<file path="src/rtl/multicycle_divider_pkg.sv">
// Shared definitions for the multicycle divider.
// The state encodings are exposed both as macros (for the hazard unit and any
// other consumer that only needs the raw codes) and as a typed enum in the
// package. The guard makes repeated inclusion of this file harmless.
`ifndef MULTICYCLE_DIVIDER_PKG_SV
`define MULTICYCLE_DIVIDER_PKG_SV

`define DIV_ST_IDLE 2'd0
`define DIV_ST_RUN  2'd1
`define DIV_ST_FIX  2'd2
`define DIV_ST_DONE 2'd3

package multicycle_divider_pkg;

  typedef enum logic [1:0] {
    ST_IDLE = `DIV_ST_IDLE,
    ST_RUN  = `DIV_ST_RUN,
    ST_FIX  = `DIV_ST_FIX,
    ST_DONE = `DIV_ST_DONE
  } div_state_t;

endpackage

`endif

</file>
<file path="src/rtl/multicycle_divider_sign_fix.sv">
// div_sign_fix: combinational two's-complement helper.
// Ports:
//   val  in   WIDTH  value to pass through or negate
//   neg  in   1      negate when high
//   res  out  WIDTH  val or -val
// Taking the magnitude of a negative operand and re-applying a sign to a
// result are the same operation, so one helper serves both load and fix-up.
module div_sign_fix #(
  parameter int WIDTH = 32
) (
  input  logic [WIDTH-1:0] val,
  input  logic             neg,
  output logic [WIDTH-1:0] res
);

  assign res = neg ? -val : val;

endmodule

</file>
<file path="src/rtl/multicycle_divider.sv">
// multicycle_divider: restoring shift-subtract divider, one quotient bit per
// clock, signed (DIV) or unsigned (DIVU).
// Ports:
//   clock        in   1      rising-edge clock
//   reset        in   1      asynchronous active-high reset
//   start        in   1      request a division (accepted in IDLE/DONE only)
//   is_signed    in   1      two's-complement operands when high
//   dividend     in   WIDTH  numerator, sampled with start
//   divisor      in   WIDTH  denominator, sampled with start
//   flush        in   1      abort; wins over a simultaneous start
//   busy         out  1      high in RUN and FIX (stall request)
//   done         out  1      one-cycle pulse while in DONE
//   quotient     out  WIDTH  result for LO, held until the next FIX
//   remainder    out  WIDTH  result for HI, held until the next FIX
//   div_by_zero  out  1      latched divisor was zero
// Latency: start edge is edge 0, WIDTH steps on edges 1..WIDTH, sign fix on
// edge WIDTH+1, done high in the following cycle.
module multicycle_divider
  import multicycle_divider_pkg::*;
#(
  parameter int WIDTH     = 32,
  parameter bit SIGNED_EN = 1'b1
) (
  input  logic             clock,
  input  logic             reset,
  input  logic             start,
  input  logic             is_signed,
  input  logic [WIDTH-1:0] dividend,
  input  logic [WIDTH-1:0] divisor,
  input  logic             flush,
  output logic             busy,
  output logic             done,
  output logic [WIDTH-1:0] quotient,
  output logic [WIDTH-1:0] remainder,
  output logic             div_by_zero
);

  localparam int CW = $clog2(WIDTH + 1);

  div_state_t state, state_nxt;

  logic [CW-1:0]    cnt;
  logic [WIDTH-1:0] rem_q;      // partial remainder, always < divisor magnitude
  logic [WIDTH-1:0] quo_q;      // dividend bits shift out, quotient bits shift in
  logic [WIDTH-1:0] dvs_q;      // divisor magnitude
  logic [WIDTH-1:0] dvd_q;      // original dividend, returned on divide by zero
  logic             neg_quo_q;
  logic             neg_rem_q;
  logic             dz_q;

  logic             sgn;
  logic             accept;
  logic             last_step;
  logic [WIDTH-1:0] dvd_mag, dvs_mag, quo_fix, rem_fix;
  logic [WIDTH:0]   shifted, diff;

  assign sgn       = SIGNED_EN & is_signed;
  assign accept    = start & ~flush & ((state == ST_IDLE) | (state == ST_DONE));
  assign last_step = (cnt == CW'(1));

  // WIDTH+1-bit trial subtraction: shifted can reach 2*divisor-1, and the
  // top bit of diff is the borrow that decides the quotient bit.
  assign shifted = {rem_q, quo_q[WIDTH-1]};
  assign diff    = shifted - {1'b0, dvs_q};

  div_sign_fix #(.WIDTH(WIDTH)) u_mag_dvd (
    .val(dividend), .neg(sgn & dividend[WIDTH-1]), .res(dvd_mag));
  div_sign_fix #(.WIDTH(WIDTH)) u_mag_dvs (
    .val(divisor),  .neg(sgn & divisor[WIDTH-1]),  .res(dvs_mag));
  div_sign_fix #(.WIDTH(WIDTH)) u_fix_quo (
    .val(quo_q),    .neg(neg_quo_q),               .res(quo_fix));
  div_sign_fix #(.WIDTH(WIDTH)) u_fix_rem (
    .val(rem_q),    .neg(neg_rem_q),               .res(rem_fix));

  always_ff @(posedge clock or posedge reset) begin
    if (reset) state <= ST_IDLE;
    else       state <= state_nxt;
  end

  always_comb begin
    state_nxt = state;
    busy      = 1'b0;
    done      = 1'b0;
    case (state)
      ST_IDLE: if (accept) state_nxt = ST_RUN;
      ST_RUN: begin
        busy = 1'b1;
        if (last_step) state_nxt = ST_FIX;
      end
      ST_FIX: begin
        busy      = 1'b1;
        state_nxt = ST_DONE;
      end
      ST_DONE: begin
        done      = 1'b1;
        state_nxt = accept ? ST_RUN : ST_IDLE;
      end
      default: state_nxt = ST_IDLE;
    endcase
    if (flush) state_nxt = ST_IDLE;
  end

  always_ff @(posedge clock or posedge reset) begin
    if (reset) begin
      cnt         <= '0;
      rem_q       <= '0;
      quo_q       <= '0;
      dvs_q       <= '0;
      dvd_q       <= '0;
      neg_quo_q   <= 1'b0;
      neg_rem_q   <= 1'b0;
      dz_q        <= 1'b0;
      quotient    <= '0;
      remainder   <= '0;
      div_by_zero <= 1'b0;
    end else begin
      if (accept) begin
        dvd_q     <= dividend;
        dvs_q     <= dvs_mag;
        quo_q     <= dvd_mag;
        rem_q     <= '0;
        cnt       <= CW'(WIDTH);
        neg_quo_q <= sgn & (dividend[WIDTH-1] ^ divisor[WIDTH-1]);
        neg_rem_q <= sgn & dividend[WIDTH-1];
        dz_q      <= (divisor == '0);
      end else if (state == ST_RUN) begin
        cnt   <= cnt - CW'(1);
        rem_q <= diff[WIDTH] ? shifted[WIDTH-1:0] : diff[WIDTH-1:0];
        quo_q <= {quo_q[WIDTH-2:0], ~diff[WIDTH]};
      end
      // A flush on the fix-up edge must leave the previous results visible.
      if (state == ST_FIX && !flush) begin
        quotient    <= dz_q ? '1    : quo_fix;
        remainder   <= dz_q ? dvd_q : rem_fix;
        div_by_zero <= dz_q;
      end
    end
  end

endmodule

</file>
<file path="config.mk">
export PLATFORM = sky130hd
export DESIGN_NAME = multicycle_divider
export DESIGN_NICKNAME = d
export VERILOG_FILES = /design/src/rtl/multicycle_divider_pkg.sv /design/src/rtl/multicycle_divider_sign_fix.sv /design/src/rtl/multicycle_divider.sv
export SDC_FILE = /design/constraint.sdc
export NUM_CORES = 1
export LEC_CHECK = 0
export BUFFER_PORTS_ARGS = -buffer_cell sky130_fd_sc_hd__clkbuf_2
export CAP_MARGIN = 40
export CORE_MARGIN = 4
export CORE_UTILIZATION = 50
export CTS_BUF_LIST = sky130_fd_sc_hd__clkbuf_8
export CTS_CLUSTER_SIZE = 40
export DETAILED_ROUTE_END_ITERATION = 16
export PLACE_DENSITY_LB_ADDON = 0.12
export SYNTH_ARGS = -nofsm -noshare
export SYNTH_HDL_FRONTEND = slang
export SYNTH_SLANG_ARGS = --single-unit
export TNS_END_PERCENT = 30
</file>
<file path="constraint.sdc">
create_clock -name clock -period 7 [get_ports clock]
set_input_delay 0.7 -clock clock [delete_from_list [all_inputs] [get_ports clock]]
set_output_delay 0.7 -clock clock [all_outputs]
set_load 0.05 [all_outputs]
</file>
After elaboration in Yosys (flattened, before gate mapping)
Cells that the tools add are included.
{"block": "op_classes", "addsub": 6, "n_mux": 20, "eq_ne": 6, "reduce_logical": 7, "bitwise_logic": 9}
{"cell": "$mux 32", "count": 11}
{"cell": "$neg 32->32", "count": 4}
{"cell": "$sub 33x32->33", "count": 1}
{"cell": "$logic_not 32->1", "count": 1}
{"cell": "$mux 6", "count": 2}
{"cell": "$pmux 2 s4", "count": 1}
{"cell": "$eq 6x1->1 const B", "count": 1}
{"cell": "$mux 2", "count": 3}
{"cell": "$ne 3x3->1 const B", "count": 2}
{"cell": "$sub 6x1->6 const B", "count": 1}
{"cell": "$and 1x1->1", "count": 5}
{"cell": "$eq 2x2->1 const B", "count": 2}
{"cell": "$mux 1", "count": 3}
{"cell": "$eq 2x1->1 const B", "count": 1}
{"cell": "$logic_not 2->1", "count": 1}
{"cell": "$not 1->1", "count": 2}
{"cell": "$reduce_and 2->1", "count": 1}
{"cell": "$reduce_bool 2->1", "count": 1}
{"cell": "$reduce_or 2->1", "count": 1}
{"cell": "$logic_and 1x1->1", "count": 1}
{"cell": "$logic_not 1->1", "count": 1}
{"cell": "$or 1x1->1", "count": 1}
{"cell": "$xor 1x1->1", "count": 1}
{"block": "totals", "out_inout_bits": 67, "elab_cells": 60, "reg_bits": 204}

Logic depth before layout (Yosys ltp)
{"block": "depth", "ltp_word": 6, "mapped_depth": 14, "mapped_depth_nobuf": 12}

Hierarchy
Synthesis repeated with hierarchy kept, for this count alone.
{"block": "unflattened", "cells_unflattened": 1581, "area_unflattened_um2": 13559.3}
{"module": "multicycle_divider", "area_per_inst_um2": 10491.3, "cells_per_inst": 1149, "n_inst": 1}
{"module": "div_sign_fix", "area_per_inst_um2": 767.0, "cells_per_inst": 108, "n_inst": 4}

Worst setup path after synthesis
OpenSTA, ideal clock, no wires.
{"block": "synth_timing", "path_kind": "register to register", "from": "register quo_q[31]", "to": "register rem_q[10]", "path_stages_with_launch": 15, "required_ns": 6.863, "path_slack_ns": 4.022, "t_arrival_ns": 2.841, "n_path_buf": 2, "setup_time_ns": 0.137, "cell_sequence": "dfrtp_1 > inv_1 > ha_1 > fa_1 > nor2b_1 > o31ai_2 > a31o_1 > o31ai_2 > or2_1 > a221oi_4 > xnor2_1 > buf_6 > buf_6 > mux2i_1 > a21oi_1"}
{"block": "synth_via", "elab_chain_cells": 4}
{"item": "start: declaration", "line_no": "multicycle_divider.sv:44", "source": "logic [WIDTH-1:0] quo_q;"}
{"item": "start signal: assignment", "line_no": "multicycle_divider.sv:120", "source": "quo_q <= dvd_mag;"}
{"item": "start signal: assignment", "line_no": "multicycle_divider.sv:129", "source": "quo_q <= {quo_q[WIDTH-2:0], ~diff[WIDTH]};"}
{"item": "$sub 33x32->33", "line_no": "multicycle_divider.sv:64", "source": "assign diff = shifted - {1'b0, dvs_q};"}
{"item": "$mux 32", "line_no": "multicycle_divider.sv:128", "source": "rem_q <= diff[WIDTH] ? shifted[WIDTH-1:0] : diff[WIDTH-1:0];"}
{"item": "$mux 32", "line_no": "multicycle_divider.sv:126", "source": "end else if (state == ST_RUN) begin"}
{"item": "$mux 32", "line_no": "multicycle_divider.sv:117", "source": "if (accept) begin"}
{"item": "end signal: assignment", "line_no": "multicycle_divider.sv:128"}
{"item": "end: declaration", "line_no": "multicycle_divider.sv:43", "source": "logic [WIDTH-1:0] rem_q;"}
No other way between the ends. The select of a mux whose other input is x is not followed.
A chain may end at the register's enable or synchronous reset.

Worst setup path after layout
{"block": "layout_timing", "from": "register quo_q[31]", "to": "register rem_q[22]"}
Same word-level chain as after synthesis.

==> flow_metrics.py <==
metrics = {
    "synthesis": {
        "yosys_warnings": 0,
        "synth_seq_cells": 204,
        "syn_avg_cell_area_um2": 8.52,
        "synth_edf_count": 0,
        "async_flop_share_pct": 100,
        "seq_area_frac_synth_pct": 39.3,
        "synth_top_area_cell": "dfrtp_1",
        "ys_types": 69,
        "netlist_area_um2": 13000,
        "synth_fp_nets": 1636,
        "ys.flop_type": "dfrtp_1",
        "synthTopCellsByCount": "265 x nand2_1, 204 x dfrtp_1, 156 x o21ai_0",
        "synth_top_area_share_pct": 39.3,
        "netlist_top_cells_area": "dfrtp_1 39%, nand2_1 7.7%, o21ai_0 6.0%, xor2_1 5.7%, mux2i_1 4.6%",
        "yosysMostFrequentCell": "nand2_1",
        "syn_inst": 1523,
    },
    "finish": {
        "fillers": 2332,
        "nets": 1740,
        "multi_input_area_um2": 7340,
        "register_area_um2": 5110,
        "drive_above_1_share_pct": 14.4,
        "layout.cells.non_filler": 1983,
        "syn2layout_area_growth_pct": 13.7,
        "n_antenna_cell": 0,
    },
    "timing": {
        "fmax_ghz": 0.270,
        "tightest_slew_ns": 0.811,
        "drv_slew": 0,
        "finalHoldViolations": 0,
        "rsz0062_at_grt": "false",
        "slew_headroom_pct": 45.9,
        "tns_ns": 0,
        "fin_worst_skew_ns": 0.0148,
        "setup_violations": 0,
        "period_minus_slack_ns": 3.70,
        "finalCritPeriodShare_pct": 52.8,
    },
    "global_route": {
        "grt_busiest_layer": "met2",
        "grt_pass1_wl_um": 52000,
        "use_met1_pct": 30.4,
        "grt_max_degree": 92,
        "grt_util_met2_pct": 35.5,
        "first_global_vias": 10200,
        "antenna_found_initial": 0,
        "use_met3_pct": 3.55,
        "track_usage_pct": 21.8,
        "grt.overflow.total": 0,
    },
    "setup_path": {
        "arrival_ns": 4.11,
        "path_class": "reg -> reg",
        "cp_cell_sequence": "inv_1, ha_1, fa_1, nor2b_1, o31ai_2, a31o_1, o31ai_2, or2_1, a221oi_4, xnor2_2, buf_4, mux2i_1, a211oi_1",
        "reg2reg_from": "quo_q[31]",
        "reg2regPathDepth": 13,
        "cpMaxStageDelayCell": "buf_4",
        "worstSetupStartpointType": "flip-flop",
        "crit_buf_inv": 2,
        "cp_data_required_time_ns": 7.41,
        "critPathMaxFanout": 33,
        "cp.depth": 13,
        "critPathTopFamily": "compound AO/OA/AOI/OAI gates",
        "critPathMaxStageDelay_ns": 0.48,
        "cpMostUsedCell": "o31ai_2",
        "critPathLaunch": "quo_q[31]",
        "worst_setup_path_end_kind": "flip-flop",
    },
    "power_and_ir_drop": {
        "peakVddDrop_v": 0.000280,
        "power_density_nw_per_um2": 538,
        "power_leakage_uw": 0.00676,
    },
    "clock_tree": {
        "holdBufCountCts": 0,
        "cts.clk_slew.worst_paths_ns": 0.06,
        "cts_tree": "yes",
        "cts_resized": 0,
        "numCtsBuffers": 37,
        "cts_buffer_depth": 3,
        "insertion_delay_ns": 0.52,
        "root_buffer": "clkbuf_8",
        "htree_levels": 2,
        "cts_setup_buffers": 0,
        "clock-sinks": 204,
    },
    "place": {
        "port_buffers": 135,
        "gp_congestion": 0.890,
        "place_inst": 1918,
        "dpl.hpwl_um": 23100,
    },
    "drt": {
        "vias": 10800,
        "drt_iter0_drc": 655,
        "drc": 0,
        "wire_per_inst_um": 15.9,
        "drt_pre_antenna_iters": 7,
        "routed_via_density": 5.46,
        "wl_um": 31500,
        "ant_nets": 0,
    },
    "floorplanning": {
        "design.core.area_um2": 25300,
        "die_w_um": 169,
        "start_util_pct": 51.2,
        "die-area_um2": 28600,
        "die_y_um": 169,
        "io_pins": 136,
        "rows": 58,
    },
    "run": {
        "max-cap-violations": 0,
    },
    "worst_hold_path": {
        "hold_class": "in -> async",
    },
    "run_status": {
        "outcome": "finished, final reports clean",
    },
}
[worst paths after layout]
check	to	slack [ns]
max	rem_q[22]	3.30
min	quo_q[4]	0.22
max reg2reg	rem_q[22]	3.30
min reg2reg	quotient[0]	0.47
max in group asynchronous	dz_q	5.50
min in group clock	dvd_q[9]	0.42
[flip-flops by register name, indices dropped and copies added (netlist names)]
signal and count:
dvd_q 32, dvs_q 32, quo_q 32, quotient 32, rem_q 32, remainder 32
cnt 6, state 2, div_by_zero 1, dz_q 1, neg_quo_q 1, neg_rem_q 1
[metal layers]
layer	routed length, µm	up-vias
met2	14400	233
met5	0	-
met1	15000	5039
met4	635	0
met3	1520	47
li1	-	5517
[through the flow]
stage                     setup WS (ns)  power, µW  area [µm²]  hold WS [ns]  util (%)
after floorplan                   0.733       5760       13000         0.445         -
after global placement             3.38       6680       13800         0.454      54.6
after detailed placement           3.30       6790       14000         0.462      55.2
after CTS                          3.27       8000       14800         0.221      58.3
after global routing               2.96       8630       14800         0.250      58.3
final                              3.30       7950       14800         0.216      58.3
[power by group]
group | total, µW | switching [µW] | leakage (µW) | internal [µW]
clock network | 1180 | 502 | 0.000428 | 673
registers | 2280 | 550 | 0.00255 | 1730
logic | 4490 | 2780 | 0.00378 | 1710
[logic make-up (layout without fill, tap and decap cells)]
group,Yosys count,after routing,share of synthesized area [%]
flip-flops,204,204,39.3
AO/OA/AOI/OAI,409,409,19.2
buffers and inverters,143,273,4.34
adder cells (fa/ha/maj),44,44,4.30
XOR/XNOR,152,152,10.3
AND/OR/NAND/NOR,511,511,17.9
multiplexers,60,60,4.63
[cells in the final DEF, fill, tap and decap left out, types with 6 or more instances in the layout]
cell / instances
clkbuf_8: 50
a21oi_1: 110
nand3_1: 15
dfrtp_1: 203
nor4_1: 12
clkbuf_2: 135
nand2b_1: 6
nor3_1: 26
ha_1: 42
xor2_1: 85
a211oi_1: 10
nand4_1: 6
or3_1: 12
nor2_1: 103
xnor2_1: 66
and3_1: 12
a21o_1: 6
o21ai_0: 156
buf_4: 9
o41ai_1: 13
a31oi_1: 8
mux2i_1: 60
o21a_1: 9
and2_1: 7
or4_1: 14
nor2b_1: 8
o21ai_1: 17
inv_1: 66
o31ai_1: 29
nand2_1: 264
[cell type report]
type	count	share of cell area (%)
Clock buffer	50	4.66
Clock inverter	15	0.661
Inverter	59	1.55
Multi-Input combinational cell	1176	49.7
Sequential cell	204	34.6
Tap cell	330	2.80
Timing Repair Buffer	149	5.97
Power figures use the tool's default switching activity.
